$ cat config.mk
export PLATFORM = sky130hd
export DESIGN_NAME = gate_truth_table_checker_settle_counter
export DESIGN_NICKNAME = d
export VERILOG_FILES = /design/src/rtl/gate_truth_table_checker_settle_counter.sv
export SDC_FILE = /design/constraint.sdc
export NUM_CORES = 1
export LEC_CHECK = 0
export BUFFER_PORTS_ARGS = -buffer_cell sky130_fd_sc_hd__buf_2
export CORE_AREA = 2 2 39 41
export CTS_CLUSTER_DIAMETER = 50
export CTS_CLUSTER_SIZE = 25
export DETAILED_ROUTE_END_ITERATION = 12
export DIE_AREA = 0 0 41 43
export SKIP_LAST_GASP = 1
export SLEW_MARGIN = 20
export SYNTH_ARGS = -nofsm -noshare
export SYNTH_HDL_FRONTEND = slang
export SYNTH_SLANG_ARGS = --single-unit
$ cat constraint.sdc
create_clock -name clk -period 1 [get_ports clk]
set_input_delay 0.2 -clock clk [delete_from_list [all_inputs] [get_ports clk]]
set_output_delay 0.2 -clock clk [all_outputs]
set_load 0.01 [all_outputs]
$ cat src/rtl/gate_truth_table_checker_settle_counter.sv
// gate_truth_table_checker_settle_counter: counts settle edges, flags the last one before sampling
module gate_truth_table_checker_settle_counter #(
    parameter int SETTLE_CYCLES = 2
) (
    input  logic clk,
    input  logic rst,
    input  logic clr,
    input  logic en,
    output logic tc
);

    logic [3:0] count;

    // tc is high on the edge that completes SETTLE_CYCLES settle edges
    assign tc = (int'(count) + 1 >= SETTLE_CYCLES);

    // clear wins over count so each vector starts its settle window from zero
    always_ff @(posedge clk or posedge rst)
        if (rst)
            count <= '0;
        else if (clr)
            count <= '0;
        else if (en)
            count <= count + 4'd1;

endmodule

== Word level (Yosys, flattened, before mapping) ==
Index checks and enable logic that the tools add are counted.
Operators by class
  bitwise gates (word level): 0
  reductions and logical operators: 1
  add/subtract/negate cells: 2
  eq/ne operators: 0
  shift-type cells: 0
  divide/modulo/power cells: 0
  magnitude comparators: 1
  multiplexer cells: 2
  multiply operators: 0
Operator list (number)
  $mux 4: 2
  $add 4x1->5 const B: 1
  $ge 5x2->1 const B: 1
  $add 4x1->4 const B: 1
  $reduce_bool 2->1: 1
Storage, ports and cells
  latch bits: 0
  memories: 0
  memory bits (read-only): 0
  memory bits (writable): 0
  logic and storage cells: 7
  bits in registers: 4

== Depth between registers and ports, before layout ==
Gate-level depths: netlist of the first run.
  depth after elaboration: 3
  gate-level depth with buffers: 4
  gate-level depth less buffers: 4

== Worst setup path after synthesis of the first run ==
OpenSTA, ideal clock, no wires.
  kind: register to output
  start point: register count[0]
  end point: output tc
  slack: -0.197 ns
  data arrival time: 0.997 ns
  cell stages (with the launch flop): 5
  buffers on the path: 0
  cells stage by stage: dfrtp_1 ha_1 nand2_1 a21oi_1 o211ai_1
Between the ends
  word-level cells in the longest chain between the ends: 2
Ends and longest elaborated chain
  from (decl): RTL line 12  | logic [3:0] count;
  from (signal assigned): RTL line 24  | count <= count + 4'd1;
  $add 4x1->5: RTL line 15  | assign tc = (int'(count) + 1 >= SETTLE_CYCLES);
  $ge 5x2->1: RTL line 15
  to (decl): RTL line 9  | output logic tc
No other way between the ends.

== Worst setup path after layout of the first run ==
Same ends and word-level chain as after synthesis.

==> metrics.txt, run 1 <==
run status=finished, violations left; violations in the final reports=setup timing; routed wire length=477 um; critical setup path kind=flop to output port; crit-path max FO=3; initial detailed-routing violation count=0; FF+latch count, synth=4; DRT antenna net count=0; Max-cap violations=0; max reg flops=4; transition time at the pin with the least slew margin=0.153 ns; post-route minimum period=1.45 ns; area overhead of the layout relative to synthesis=74.4%; clock-pin slew of the registers on the worst-case setup and hold paths=roughly 0.040 ns; worst relative slew slack=89.7%; nets@finish=45; commonest cells after routing, fill and taps aside=6 x sky130_fd_sc_hd__nor2_1, 4 x sky130_fd_sc_hd__buf_2, 4 x sky130_fd_sc_hd__buf_4; Root Buffer Master=sky130_fd_sc_hd__clkbuf_4; Routed wire per std cell=9.00 um; non-filler instance count after layout=53; number of unique standard cell types used by synthesis=11; Yosys warnings=0; final-report setup violation count=4; number of port buffers=4; total grt overflow=0; overall die width=~41 um; top-level port count=5; worst-skew pair later-pin latency=roughly 0.24 ns; arrival time reported for the critical path endpoint=1.25 ns; number of pins with negative max-slew slack in the final report=0; Hold Path Class=input pin to flop; share of the clock period used by the worst path=145%; largest registers=count: 4 flops; achievable clock frequency=688 MHz; CP Capture Type=output port; maximum clock insertion buffer count=2; pin count of the biggest net entering global routing=6; cell leakage power=between 0.15 and 0.2 nW; TritonCTS clock tree=built; routability congestion estimate from global placement=0.685; synthesized net count=29; final worst clock skew=0.00841 ns; number of remaining DRC errors=0; fin util=27.1%; Die Area=1760 um^2; DP Area=approximately 290 um^2; initial antenna violation count=0; total vias in the final route=204; die height=about 43 um; Critical Path Max Stage Delay=between 0.4 and 0.5 ns; DR vias/cell=3.85; Critical Path, Cell by Cell=ha_4, nand2_1, a21oi_1, o211ai_1, buf_2; synthesized area divided by synthesized cell count=9.36 um^2; First-pass DRT Iterations=1; number of instances in the synthesized netlist=23; Final Total Pwr=0.497 mW; Num CTS Buffers=3; CP startpoint kind=flop; number of levels in the clock H-tree=1; worst-case setup margin in the final layout=-0.454 ns; number of clock sinks=4; library cell contributing the largest single delay on the critical path=sky130_fd_sc_hd__dfrtp_2; overall fraction of global-route tracks in use=7.95%; sequential share of the synthesized area=46.5%; Crit path required time=~0.8 ns; Hold Fails Final Rpt=0; starting utilization of the core area=15.6%; peak supply drop=between 700 and 800 uV; total inserted antenna cells=0; most common library cell in the layout ignoring fill and taps=sky130_fd_sc_hd__nor2_1; Largest Register=count; first-pass GRT wire length=876 um; post-DP HPWL=358 um; P per Cell Area=approximately 1300 nW/um^2; design area=375 um^2; Cells after DPL=47; number of fill cells in the layout=roughly 160; hold slack=0.154 ns; mapped cell area=215 um^2; row count=14; fraction of final layout cells with drive strength greater than 1=54.1%; number of global-route vias before repair=211; placeable core area=~1400 um^2; unrepaired setup endpoints after global routing=true
[synthesized netlist by cell type]
master,instances,share of area (%)
sky130_fd_sc_hd__xnor2_1,1,4.1
sky130_fd_sc_hd__a211oi_1,1,3.5
sky130_fd_sc_hd__inv_1,2,3.5
sky130_fd_sc_hd__nor2_1,6,10
sky130_fd_sc_hd__o211ai_1,1,3.5
sky130_fd_sc_hd__xor2_1,2,8.1
sky130_fd_sc_hd__nand4_1,1,2.9
sky130_fd_sc_hd__dfrtp_1,4,47
sky130_fd_sc_hd__nand2_1,2,3.5
sky130_fd_sc_hd__a21oi_1,1,2.3
sky130_fd_sc_hd__ha_1,2,12
[cell families (layout without fill, tap and decap cells)]
logic type,count (synthesis),after routing,share of synthesized area [%]
AO/OA/AOI/OAI,3,3,9.30
AND/OR/NAND/NOR,9,9,16.9
buffers and inverters,2,16,3.49
adder cells (fa/ha/maj),2,2,11.6
XOR/XNOR,3,3,12.2
flip-flops,4,4,46.5
[through the flow]
stage | TNS [ns] | setup WS (ns)
after detailed placement | -0.375 | -0.223
after global placement | -0.298 | -0.189
final | -0.817 | -0.454
after global routing | -1.04 | -0.555
after CTS | -0.726 | -0.473
after floorplan | -0.138 | -0.138
[report_power, final]
part | switching [mW] | total [mW] | internal (mW) | leakage, nW
registers | 0.0141 | 0.187 | 0.173 | 0.0511
clock network | 0.0655 | 0.200 | 0.134 | 0.0138
logic | 0.0486 | 0.110 | 0.0613 | 0.104
total | 0.128 | 0.497 | 0.369 | 0.169
[timing repair]
| item | 4_1_cts | 5_1_grt |
|---|---|---|
| setup buffers | 1 | 1 |
| hold endpoints to repair | 4 | 0 |
| setup endpoints to repair | 4 | 4 |
| pin swaps | 4 | 5 |
| resized for setup | 2 | 7 |
| cloned | 0 | 0 |
| hold buffers | 1 | 0 |
[worst max-delay path, delay by kind of cell (launching register included)]
| family | cells | cell delay (ns) |
|---|---|---|
| compound gates | 2 | 0.19 |
| simple gates | 1 | 0.06 |
| buf+inv | 1 | 0.16 |
| fa+ha+maj | 1 | 0.18 |
| flops | 1 | 0.44 |
[cell type report]
class                           count  area, um^2  share of cell area [%]
Timing Repair Buffer               11        82.6                    22.0
Inverter                            2        7.51                    2.00
Tap cell                           16        20.0                    5.33
Clock buffer                        3        22.5                    6.00
Sequential cell                     4         103                    27.3
Multi-Input combinational cell     17         140                    37.3
[path summary, 6_finish.rpt]
kind                           from        to  slack, ns  cells past startpoint
min in group asynchronous       rst  count[0]       0.38                      3
hold reg to reg            count[3]  count[3]       0.56                      2
hold / removal                  clr  count[1]       0.15                      2
setup / recovery           count[0]        tc      -0.45                      5
max in group asynchronous       rst  count[1]       0.46                      3
setup reg to reg           count[0]  count[2]      -0.32                      7
[layer usage]
| metal | global-route usage [%] | vias to the layer above | share of wire (%) |
|---|---|---|---|
| met4 | 6.00 | 0 | 0 |
| met2 | 10.0 | 6 | 53 |
| li1 | - | 104 | - |
| met3 | 4.71 | 0 | 5.5 |
| met5 | 0 | - | 0 |
| met1 | 9.39 | 94 | 41 |
No activity file was read; power rests on OpenSTA's default activity.
==> inputs of run 2 (changes only) <==
Settings changed: ABC_CLOCK_PERIOD_IN_PS from default to 1300.
Clock period 1 ns to 1.3 ns, I/O delays scaled along.
==> metrics.txt, run 2 (synthesis results as in run 1) <==
Largest Register=count; transition time at the pin with the least slew margin=0.191 ns (+0.0376 ns); number of levels in the clock H-tree=1 (unchanged); DR vias/cell=3.71 (-3.7%); max reg flops=4 (unchanged); Max-cap violations=0 (unchanged); unrepaired setup endpoints after global routing=true; fraction of final layout cells with drive strength greater than 1=34.3% (-20 points); largest registers=count: 4 flops; Clk pwr share=42.3% (+2.1 points); number of fill cells in the layout=160 (+0.63%); initial antenna violation count=0 (unchanged); worst-skew pair later-pin latency=0.23 ns (about the same); routability congestion estimate from global placement=0.716 (+4.5%); DRT antenna net count=0 (unchanged); arrival time reported for the critical path endpoint=1.23 ns (-0.02 ns); achievable clock frequency=roughly 670 MHz; pin count of the biggest net entering global routing=6 (unchanged); switching share of power=24.3% (-1.5 points); starting utilization of the core area=15.6% (unchanged); crit-path max FO=3 (unchanged); Levels on crit path=5 (unchanged); nets@finish=43 (-4.4%); total vias in the final route=189 (-7.4%); top-level port count=5 (unchanged); final-report setup violation count=1 (-3); first-pass GRT wire length=800 um (-8.7%); cell family contributing the most delay on the critical path=flip-flops; sequential group share of total power=38.4% (+0.7 points); non-filler instance count after layout=51 (-3.8%); violations in the final reports=setup timing; Root Buffer Master=sky130_fd_sc_hd__clkbuf_4; worst relative slew slack=87.2% (-2.5 points); CP startpoint kind=flop; post-DP HPWL=334 um (-6.9%); fin util=23.1% (-4.0 points); Met2 Wirelength=241 um (-5.5%); most common library cell in the layout ignoring fill and taps=sky130_fd_sc_hd__nor2_1; number of global-route vias before repair=234 (+11%); number of pins with negative max-slew slack in the final report=0 (unchanged); Final Total Pwr=0.360 mW (-28%); Die Area=1760 um^2 (unchanged); critical setup path kind=flop to output port; Critical Path Max Stage Delay=0.39 ns (-0.05 ns); Final TNS setup=-0.188 ns (+0.628 ns); routed wire length=420 um (-12%); post-route minimum period=1.49 ns; Crit path required time=1.04 ns (+0.24 ns); commonest cells after routing, fill and taps aside=6 x sky130_fd_sc_hd__nor2_1, 4 x sky130_fd_sc_hd__dfrtp_1, 4 x sky130_fd_sc_hd__buf_2, 4 x sky130_fd_sc_hd__buf_4, 3 x sky130_fd_sc_hd__clkbuf_4; peak supply drop=380 uV (-49%); P per Cell Area=1120 nW/um^2 (-15%); Critical Path, Cell by Cell=ha_2, nand2_1, a21oi_1, o211ai_1, buf_2; row count=14 (unchanged); CP Capture Type=output port; area overhead of the layout relative to synthesis=48.8%; library cell contributing the largest single delay on the critical path=sky130_fd_sc_hd__dfrtp_1; placeable core area=1380 um^2 (unchanged); die height=43 um (unchanged); Routed wire per std cell=8.24 um (-8.5%); Hold Fails Final Rpt=0 (unchanged); clock-pin slew of the registers on the worst-case setup and hold paths=0.04 ns (about the same); cell leakage power=0.156 nW (-7.5%); total grt overflow=0 (unchanged); initial detailed-routing violation count=0 (unchanged); met3 wire length=5 um (-81%); critical path buffer and inverter count=1 (unchanged); run status=finished, violations left; worst-case setup margin in the final layout=-0.188 ns (+0.265 ns); Hold Path Class=input pin to flop; Internal Pwr Total=0.272 mW (-26%); switching power=0.0874 mW (-32%); number of clock sinks=4 (unchanged); First-pass DRT Iterations=1 (unchanged); Logic pwr share=19.4% (-2.7 points); final worst clock skew=0.00115 ns (-0.00726 ns); Num CTS Buffers=3 (unchanged); worst-case reg-to-reg path depth=5 (-2); number of port buffers=4 (unchanged); TritonCTS clock tree=built; number of remaining DRC errors=0 (unchanged); Hold Crit Depth=2 (unchanged); maximum clock insertion buffer count=2 (unchanged); share of the clock period used by the worst path=114%; total inserted antenna cells=0 (unchanged); routed metal-1 wire length=174 um (-11%); overall fraction of global-route tracks in use=7.34% (-0.60 points); highest metal layer with signal wires=met3; overall die width=41 um (unchanged); worst-case setup slack after placement=-0.0355 ns (+0.187 ns); Cells after DPL=46 (-2.1%)
[run 2: layout make-up]
type	count	area, um^2	area share, %
Multi-Input combinational cell	17	110	34.4
Clock buffer	3	22.5	7.03
Sequential cell	4	100	31.3
Tap cell	16	20.0	6.25
Timing Repair Buffer	9	60.1	18.8
Inverter	2	7.51	2.34
[run 2: worst paths after layout]
path,startpoint,slack [ns],to
max,count[1],-0.19,tc
min,clr,0.23,count[3]
max reg2reg,count[0],0.21,count[3]
min reg2reg,count[3],0.54,count[3]
max in group asynchronous,rst,0.70,count[0]
min in group asynchronous,rst,0.45,count[3]
[run 2: power groups by stage]
stage / clock [mW] / sequential, mW / combinational [mW]
floorplan: 0 / 0.141 / 0.0303
global placement: 0 / 0.140 / 0.0631
detailed placement: 0 / 0.140 / 0.0625
CTS: 0.160 / 0.139 / 0.0709
global route: 0.168 / 0.139 / 0.0799
finish: 0.152 / 0.138 / 0.0697
[run 2: per-stage QoR]
step | instance area [um^2] | hold WS, ns
floorplan | 215 | 0.0261
global placement | 278 | 0.150
detailed placement | 278 | 0.151
CTS | 320 | 0.220
global route | 320 | 0.223
finish | 320 | 0.226
[run 2: layer usage]
layer | GRT usage (%) | up-vias
li1 | - | 101
met1 | 6.80 | 86
met2 | 10.6 | 2
met3 | 1.57 | 0
met4 | 10.0 | 0
met5 | 0 | -
[run 2: what timing repair did]
action / in CTS / in global routing
endpoints found under the hold margin: 4 / 0
hold buffers: 1 / 0
setup endpoints to repair: 1 / 1
setup buffers: 1 / 0
pin swaps: 2 / 0
gates resized for setup: 1 / 0
